### src/rtl/txd_arbiter_if.sv
// -----------------------------------------------------------------------------
// txd_arbiter_if
//
// Bundles every signal between the UART TX arbiter and its surroundings: the
// two requester byte streams, the UART transmitter holding-register handshake
// and the arbiter status outputs.
//
// Signals:
//   req0_data/valid/last  requester 0 (CPU console) byte stream
//   req0_ready            requester 0 byte accepted
//   req1_data/valid/last  requester 1 (status reporter) byte stream
//   req1_ready            requester 1 byte accepted
//   tx_data/tx_valid      byte to the UART transmitter
//   tx_ready              UART transmitter can accept a byte
//   grant                 one-hot current owner, 2'b00 when idle
//   timeout_pulse         one-cycle strobe when a grant is revoked by timeout
//
// Modports:
//   slave   the arbiter itself
//   master  the environment (requesters plus UART transmitter)
// -----------------------------------------------------------------------------
interface txd_arbiter_if;
  logic [7:0] req0_data;
  logic       req0_valid;
  logic       req0_last;
  logic       req0_ready;
  logic [7:0] req1_data;
  logic       req1_valid;
  logic       req1_last;
  logic       req1_ready;
  logic [7:0] tx_data;
  logic       tx_valid;
  logic       tx_ready;
  logic [1:0] grant;
  logic       timeout_pulse;

  modport slave (
    input  req0_data, req0_valid, req0_last,
    input  req1_data, req1_valid, req1_last,
    input  tx_ready,
    output req0_ready, req1_ready,
    output tx_data, tx_valid,
    output grant, timeout_pulse
  );

  modport master (
    output req0_data, req0_valid, req0_last,
    output req1_data, req1_valid, req1_last,
    output tx_ready,
    input  req0_ready, req1_ready,
    input  tx_data, tx_valid,
    input  grant, timeout_pulse
  );
endinterface

### src/rtl/txd_arbiter.sv
// -----------------------------------------------------------------------------
// txd_arbiter
//
// Shares the single UART TX byte interface between the CPU console stream
// (requester 0) and the board status reporter (requester 1). Ownership is
// granted for a whole packet, alternates round-robin, and is reclaimed if the
// owner goes C_TIMEOUT cycles without a transfer, so neither stream can lock
// the TXD line.
//
// Parameters:
//   C_TIMEOUT  transfer-free cycles allowed before a grant is revoked
//              (default 12000 = 1 ms at 12 MHz, legal 2 .. 2**24)
//
// Ports:
//   CLK12MHZ   system clock
//   reset      synchronous, active-high
//   bus        txd_arbiter_if.slave: requester streams, UART handshake,
//              grant and timeout_pulse status
//
// The data path is a combinational mux selected by the registered state;
// grant and timeout_pulse come straight from flops.
// -----------------------------------------------------------------------------
module txd_arbiter #(
  parameter int unsigned C_TIMEOUT = 12000
) (
  input  logic          CLK12MHZ,
  input  logic          reset,
  txd_arbiter_if.slave  bus
);

  localparam int unsigned CW = $clog2(C_TIMEOUT);
  localparam logic [CW-1:0] CNT_MAX = CW'(C_TIMEOUT - 1);

  // Encoding chosen so the state register doubles as the one-hot grant.
  typedef enum logic [1:0] {
    IDLE = 2'b00,
    GNT0 = 2'b01,
    GNT1 = 2'b10
  } state_t;

  state_t        state;
  logic          prio;            // 0 favours requester 0 on a tie
  logic [CW-1:0] cnt;             // transfer-free cycles in the current grant
  logic          timeout_pulse_q;

  logic [7:0]    tx_data_c;
  logic          tx_valid_c;
  logic          req0_ready_c;
  logic          req1_ready_c;
  logic          cur_last;
  logic          xfer;

  // Pass-through mux from the owning requester to the UART.
  always_comb begin
    // NOTE: every output of this block gets a default first so no path
    // through the case can leave a value unassigned and infer a latch.
    tx_data_c    = 8'h00;
    tx_valid_c   = 1'b0;
    req0_ready_c = 1'b0;
    req1_ready_c = 1'b0;
    cur_last     = 1'b0;
    case (state)
      GNT0: begin
        tx_data_c    = bus.req0_data;
        tx_valid_c   = bus.req0_valid;
        req0_ready_c = bus.tx_ready;
        cur_last     = bus.req0_last;
      end
      GNT1: begin
        tx_data_c    = bus.req1_data;
        tx_valid_c   = bus.req1_valid;
        req1_ready_c = bus.tx_ready;
        cur_last     = bus.req1_last;
      end
      default: ;
    endcase
  end

  // tx_valid_c is zero in IDLE, so this is the owner's valid & ready.
  assign xfer = tx_valid_c & bus.tx_ready;

  always_ff @(posedge CLK12MHZ) begin
    // NOTE: sequential state uses non-blocking assignments so every flop
    // samples the pre-edge values regardless of statement order.
    if (reset) begin
      state           <= IDLE;
      prio            <= 1'b0;
      cnt             <= '0;
      timeout_pulse_q <= 1'b0;
    end else begin
      timeout_pulse_q <= 1'b0;
      case (state)
        IDLE: begin
          cnt <= '0;
          if (bus.req0_valid && (!bus.req1_valid || !prio)) state <= GNT0;
          else if (bus.req1_valid)                          state <= GNT1;
        end
        GNT0, GNT1: begin
          if (xfer) begin
            // A transfer always beats a coinciding timeout.
            cnt <= '0;
            if (cur_last) begin
              state <= IDLE;
              prio  <= (state == GNT0);
            end
          end else if (cnt == CNT_MAX) begin
            state           <= IDLE;
            prio            <= (state == GNT0);
            timeout_pulse_q <= 1'b1;
            cnt             <= '0;
          end else begin
            cnt <= cnt + CW'(1);
          end
        end
        default: state <= IDLE;
      endcase
    end
  end

  assign bus.tx_data       = tx_data_c;
  assign bus.tx_valid      = tx_valid_c;
  assign bus.req0_ready    = req0_ready_c;
  assign bus.req1_ready    = req1_ready_c;
  assign bus.grant         = state;
  assign bus.timeout_pulse = timeout_pulse_q;

endmodule
### src/flat_wrapper.sv
// flat-port wrapper written by rule: the top's interface ports become plain ports
module txd_arbiter_flat 
#(
  parameter int unsigned C_TIMEOUT = 12000
)
  (CLK12MHZ, reset, bus_req0_data, bus_req0_valid, bus_req0_last, bus_req1_data, bus_req1_valid, bus_req1_last, bus_tx_ready, bus_req0_ready, bus_req1_ready, bus_tx_data, bus_tx_valid, bus_grant, bus_timeout_pulse);
  txd_arbiter_if bus_i ();
  input  logic CLK12MHZ;
  input  logic reset;
  input wire logic [$bits(bus_i.req0_data)-1:0] bus_req0_data;
  input wire logic [$bits(bus_i.req0_valid)-1:0] bus_req0_valid;
  input wire logic [$bits(bus_i.req0_last)-1:0] bus_req0_last;
  input wire logic [$bits(bus_i.req1_data)-1:0] bus_req1_data;
  input wire logic [$bits(bus_i.req1_valid)-1:0] bus_req1_valid;
  input wire logic [$bits(bus_i.req1_last)-1:0] bus_req1_last;
  input wire logic [$bits(bus_i.tx_ready)-1:0] bus_tx_ready;
  output wire logic [$bits(bus_i.req0_ready)-1:0] bus_req0_ready;
  output wire logic [$bits(bus_i.req1_ready)-1:0] bus_req1_ready;
  output wire logic [$bits(bus_i.tx_data)-1:0] bus_tx_data;
  output wire logic [$bits(bus_i.tx_valid)-1:0] bus_tx_valid;
  output wire logic [$bits(bus_i.grant)-1:0] bus_grant;
  output wire logic [$bits(bus_i.timeout_pulse)-1:0] bus_timeout_pulse;
  assign bus_i.req0_data = bus_req0_data;
  assign bus_i.req0_valid = bus_req0_valid;
  assign bus_i.req0_last = bus_req0_last;
  assign bus_i.req1_data = bus_req1_data;
  assign bus_i.req1_valid = bus_req1_valid;
  assign bus_i.req1_last = bus_req1_last;
  assign bus_i.tx_ready = bus_tx_ready;
  assign bus_req0_ready = bus_i.req0_ready;
  assign bus_req1_ready = bus_i.req1_ready;
  assign bus_tx_data = bus_i.tx_data;
  assign bus_tx_valid = bus_i.tx_valid;
  assign bus_grant = bus_i.grant;
  assign bus_timeout_pulse = bus_i.timeout_pulse;
  txd_arbiter #(.C_TIMEOUT(C_TIMEOUT)) u_core (.CLK12MHZ(CLK12MHZ), .reset(reset), .bus(bus_i));
endmodule
### config.mk
export PLATFORM = sky130hd
export DESIGN_NAME = txd_arbiter_flat
export DESIGN_NICKNAME = d
export VERILOG_FILES = /design/src/rtl/txd_arbiter_if.sv /design/src/rtl/txd_arbiter.sv /design/src/flat_wrapper.sv
export SDC_FILE = /design/constraint.sdc
export NUM_CORES = 1
export LEC_CHECK = 0
export ABC_AREA = 1
export CAP_MARGIN = 20
export CORE_UTILIZATION = 50
export CTS_CLUSTER_SIZE = 20
export DETAILED_ROUTE_END_ITERATION = 7
export PLACE_DENSITY = 0.84
export SLEW_MARGIN = 10
export SYNTH_ARGS = -nofsm -noshare
export SYNTH_HDL_FRONTEND = slang
export SYNTH_SLANG_ARGS = --single-unit
### constraint.sdc
create_clock -name CLK12MHZ -period 2.1 [get_ports CLK12MHZ]
set_input_delay 0.42 -clock CLK12MHZ [delete_from_list [all_inputs] [get_ports CLK12MHZ]]
set_output_delay 0.42 -clock CLK12MHZ [all_outputs]
set_load 0.01 [all_outputs]
==> summary.txt <==
Setup path
  – Max Fanout on Critical Path: 8
  – CP arrival: 1.59 ns
  – CP Capture Type: primary output
  – CP Launch Type: register
  – Type of the worst setup path: reg2out
  – Critical Path RT: 1.68 ns

Timing
  – Final critical-path share of the clock period: 0.959
  – Tightest Pin Transition: 0.426 ns
  – RSZ-0062 raised after global routing: no
  – Slew headroom: 0.714
  – Fmax: 497 MHz
  – Slew Viols, Final: 0
  – Worst Clk Skew: 0.00568 ns
  – Fin. Hold Viols: 0
  – Final min period: 2.01 ns
  – Final setup violation count: 0

Layout
  – Ant. Diodes: 0
  – Cell area after layout: 1710 sq um
  – Final net count: 260
  – Area Overhead vs Synth: 39.9%
  – Share of layout cells above drive strength 1: 0.177

Synthesis
  – Mapped Avg Cell Area: 6.55 sq um
  – Area leader, netlist: dfxtp_1
  – Syn Nets: 215
  – Netlist Area Pre-Place: 1220 sq um
  – Cells after synthesis: 187
  – Synth warnings: 0
  – Yosys reg bits: 18
  – Synth area leaders: dfxtp_1, nand2_1, nor2_1, inv_1, a21oi_1
  – Post-synth top area share: 0.294
  – Unique masters post-synth: 23
  – Register area share after synthesis: 0.294

Power and ir drop
  – Max VDD drop: 891 uV
  – Overall Power: 1620 uW
  – Pwr/cell area: 943 nW/um^2
  – LEAKAGE: 0.000744 uW

Route
  – Routed vias/inst: 4.85
  – Pre-antenna DRT Iters: 4
  – Total wire length: 2950 um
  – Post-DRT Antenna Nets: 0
  – WL per Instance: 11.4 um
  – # DRC: 0
  – Initial DRC count: 19
  – Vias: 1256

Global route
  – GR met2 Demand/Resource: 0.422
  – Total GRT Usage: 0.241
  – Grt ovf: 0
  – Grt met1 use: 0.302
  – Top Usage Layer GRT: met2
  – GR Util met3: 0.0556
  – Pin count of the biggest net entering global routing: 13
  – First-pass GRT wire length: 4870 um
  – Initial antenna violation count: 0
  – Vias in the first global route: 1151

Clock tree
  – CTS clk-pin slew, worst paths: 0.10 ns
  – TritonCTS Buffers: 3
  – Max H-tree Level: 1
  – CTS sink count: 18
  – Clock latency at the later pin of the worst-skew pair: 0.30 ns
  – CTS tree: yes
  – Longest Clk Path Bufs: 2
  – Cts hold-fix bufs: 0
  – CTS root buf: clkbuf_4

Place
  – Placed inst area: 1610 sq um
  – Routability cong.: 0.796
  – Buffers added on ports: 36
  – HPWL Detailed: 2220 um

Status
  – Status: finished, final reports clean

Floorplan
  – DIE AREA: 2650 sq um
  – Chip height: 51.5 um
  – CORE AREA: 2250 sq um
  – Die Width: 51.5 um
  – Row cnt: 17
  – I/O pin count: 37
  – Starting Density: 0.543

Hold path
  – Worst min path class: reg2reg

Flow run
  – Max_cap viols: 0
## cells in the mapped netlist
cell type and number:
clkbuf_1 1, a21boi_0 1, nand4_1 2, nand2_1 51, inv_1 20, nand2_4 3
o21ai_0 5, buf_2 2, nor2_1 24, buf_12 1, nor2_4 1, xor2_1 7
nor2_2 11, a21oi_4 1, inv_2 3, a21oi_1 14, dfxtp_1 18, ha_1 5
clkinv_1 1, xnor2_1 1, nand3_1 11, nand3b_1 1, nand2_2 3
## final cells by class
| class | instances | area (sq um) |
|---|---|---|
| clock buffer | 4 | 36.3 |
| fill | 182 | 541 |
| inverter | 24 | 92.6 |
| multi-input combinational | 141 | 778 |
| sequential | 18 | 363 |
| tap | 28 | 35.0 |
| timing repair buffer | 44 | 409 |
## worst paths after layout
check                                                       from                    endpoint  slack (ns)  cells past startpoint
worst max-delay path            u_core.bus.grant[1]$_SDFFE_PP0P_              bus_req0_ready        0.09                      5
worst min-delay path                  u_core.cnt[1]$_SDFFE_PP0P_  u_core.cnt[1]$_SDFFE_PP0P_        0.49                      2
worst max register to register  u_core.bus.grant[1]$_SDFFE_PP0P_  u_core.cnt[1]$_SDFFE_PP0P_        0.52                      9
worst min register to register        u_core.cnt[1]$_SDFFE_PP0P_  u_core.cnt[1]$_SDFFE_PP0P_        0.49                      2
## logic make-up (layout without fill, tap and decap cells)
kind of cell	count (synthesis)	after routing	synth area share
simple gates	107	107	0.399
buf+inv	28	72	0.101
compound gates	21	21	0.0970
flops	18	18	0.294
xor+xnor	8	8	0.0572
fa+ha+maj	5	5	0.0511
## power breakdown
group | internal, uW | switching, uW | total [uW]
sequential | 376 | 44.3 | 420
combinational | 433 | 546 | 978
clock | 106 | 111 | 217
total | 915 | 701 | 1620
## state kept, by name (all words and copies together) (netlist names)
register	count
u_core.bus.grant	2
u_core.bus.timeout_pulse	1
u_core.cnt	14
u_core.prio	1
## worst max-delay path: stages, from the launching register on
cell and delay [ns]:
dfxtp_2 0.37, inv_2 0.10, ha_4 0.19, nand2_1 0.06, inv_1 0.04, clkdlybuf4s50_1 0.53
## repair_timing
item,CTS,global route
gates resized for setup,17,2
pin swaps,0,1
setup buffers,0,5
setup endpoints to repair,11,11
## per-layer routing
layer  vias up  share of wire
met5         -              0
met4         0         0.0054
met3         2          0.038
met2        23           0.50
met1       568           0.46
li1        663              -
## placed cells by master, fill, tap and decap left out
cell type        instances
a21boi_0                 1
a21oi_1                 14
a21oi_4                  1
buf_4                    8
clkbuf_4                 3
clkbuf_8                 1
clkdlybuf4s50_1         27
clkinv_1                 1
dfxtp_1                 16
dfxtp_2                  2
dlygate4sd2_1            9
ha_1                     2
ha_4                     3
inv_1                   18
inv_2                    4
inv_4                    1
nand2_1                 51
nand2_2                  3
nand2_4                  3
nand3_1                 11
nand3b_1                 1
nand4_1                  2
nor2_1                  24
nor2_2                  11
nor2_4                   1
o21ai_0                  5
xnor2_1                  1
xor2_1                   7
## through the flow
step / utilization / worst slack, ns / TNS, ns / hold WS [ns] / instances
CTS: 0.738 / 0.0236 / 0 / 0.495 / 254
detailed placement: 0.714 / -0.0219 / -0.0219 / 0.480 / 250
global route: 0.760 / 0.00601 / 0 / 0.523 / 259
finish: 0.760 / 0.0867 / 0 / 0.489 / 259
floorplan: - / 0.486 / 0 / 0.446 / 187
global placement: 0.714 / 0.0256 / 0 / 0.457 / 250
Note: power is estimated with default switching activity, not from simulation.
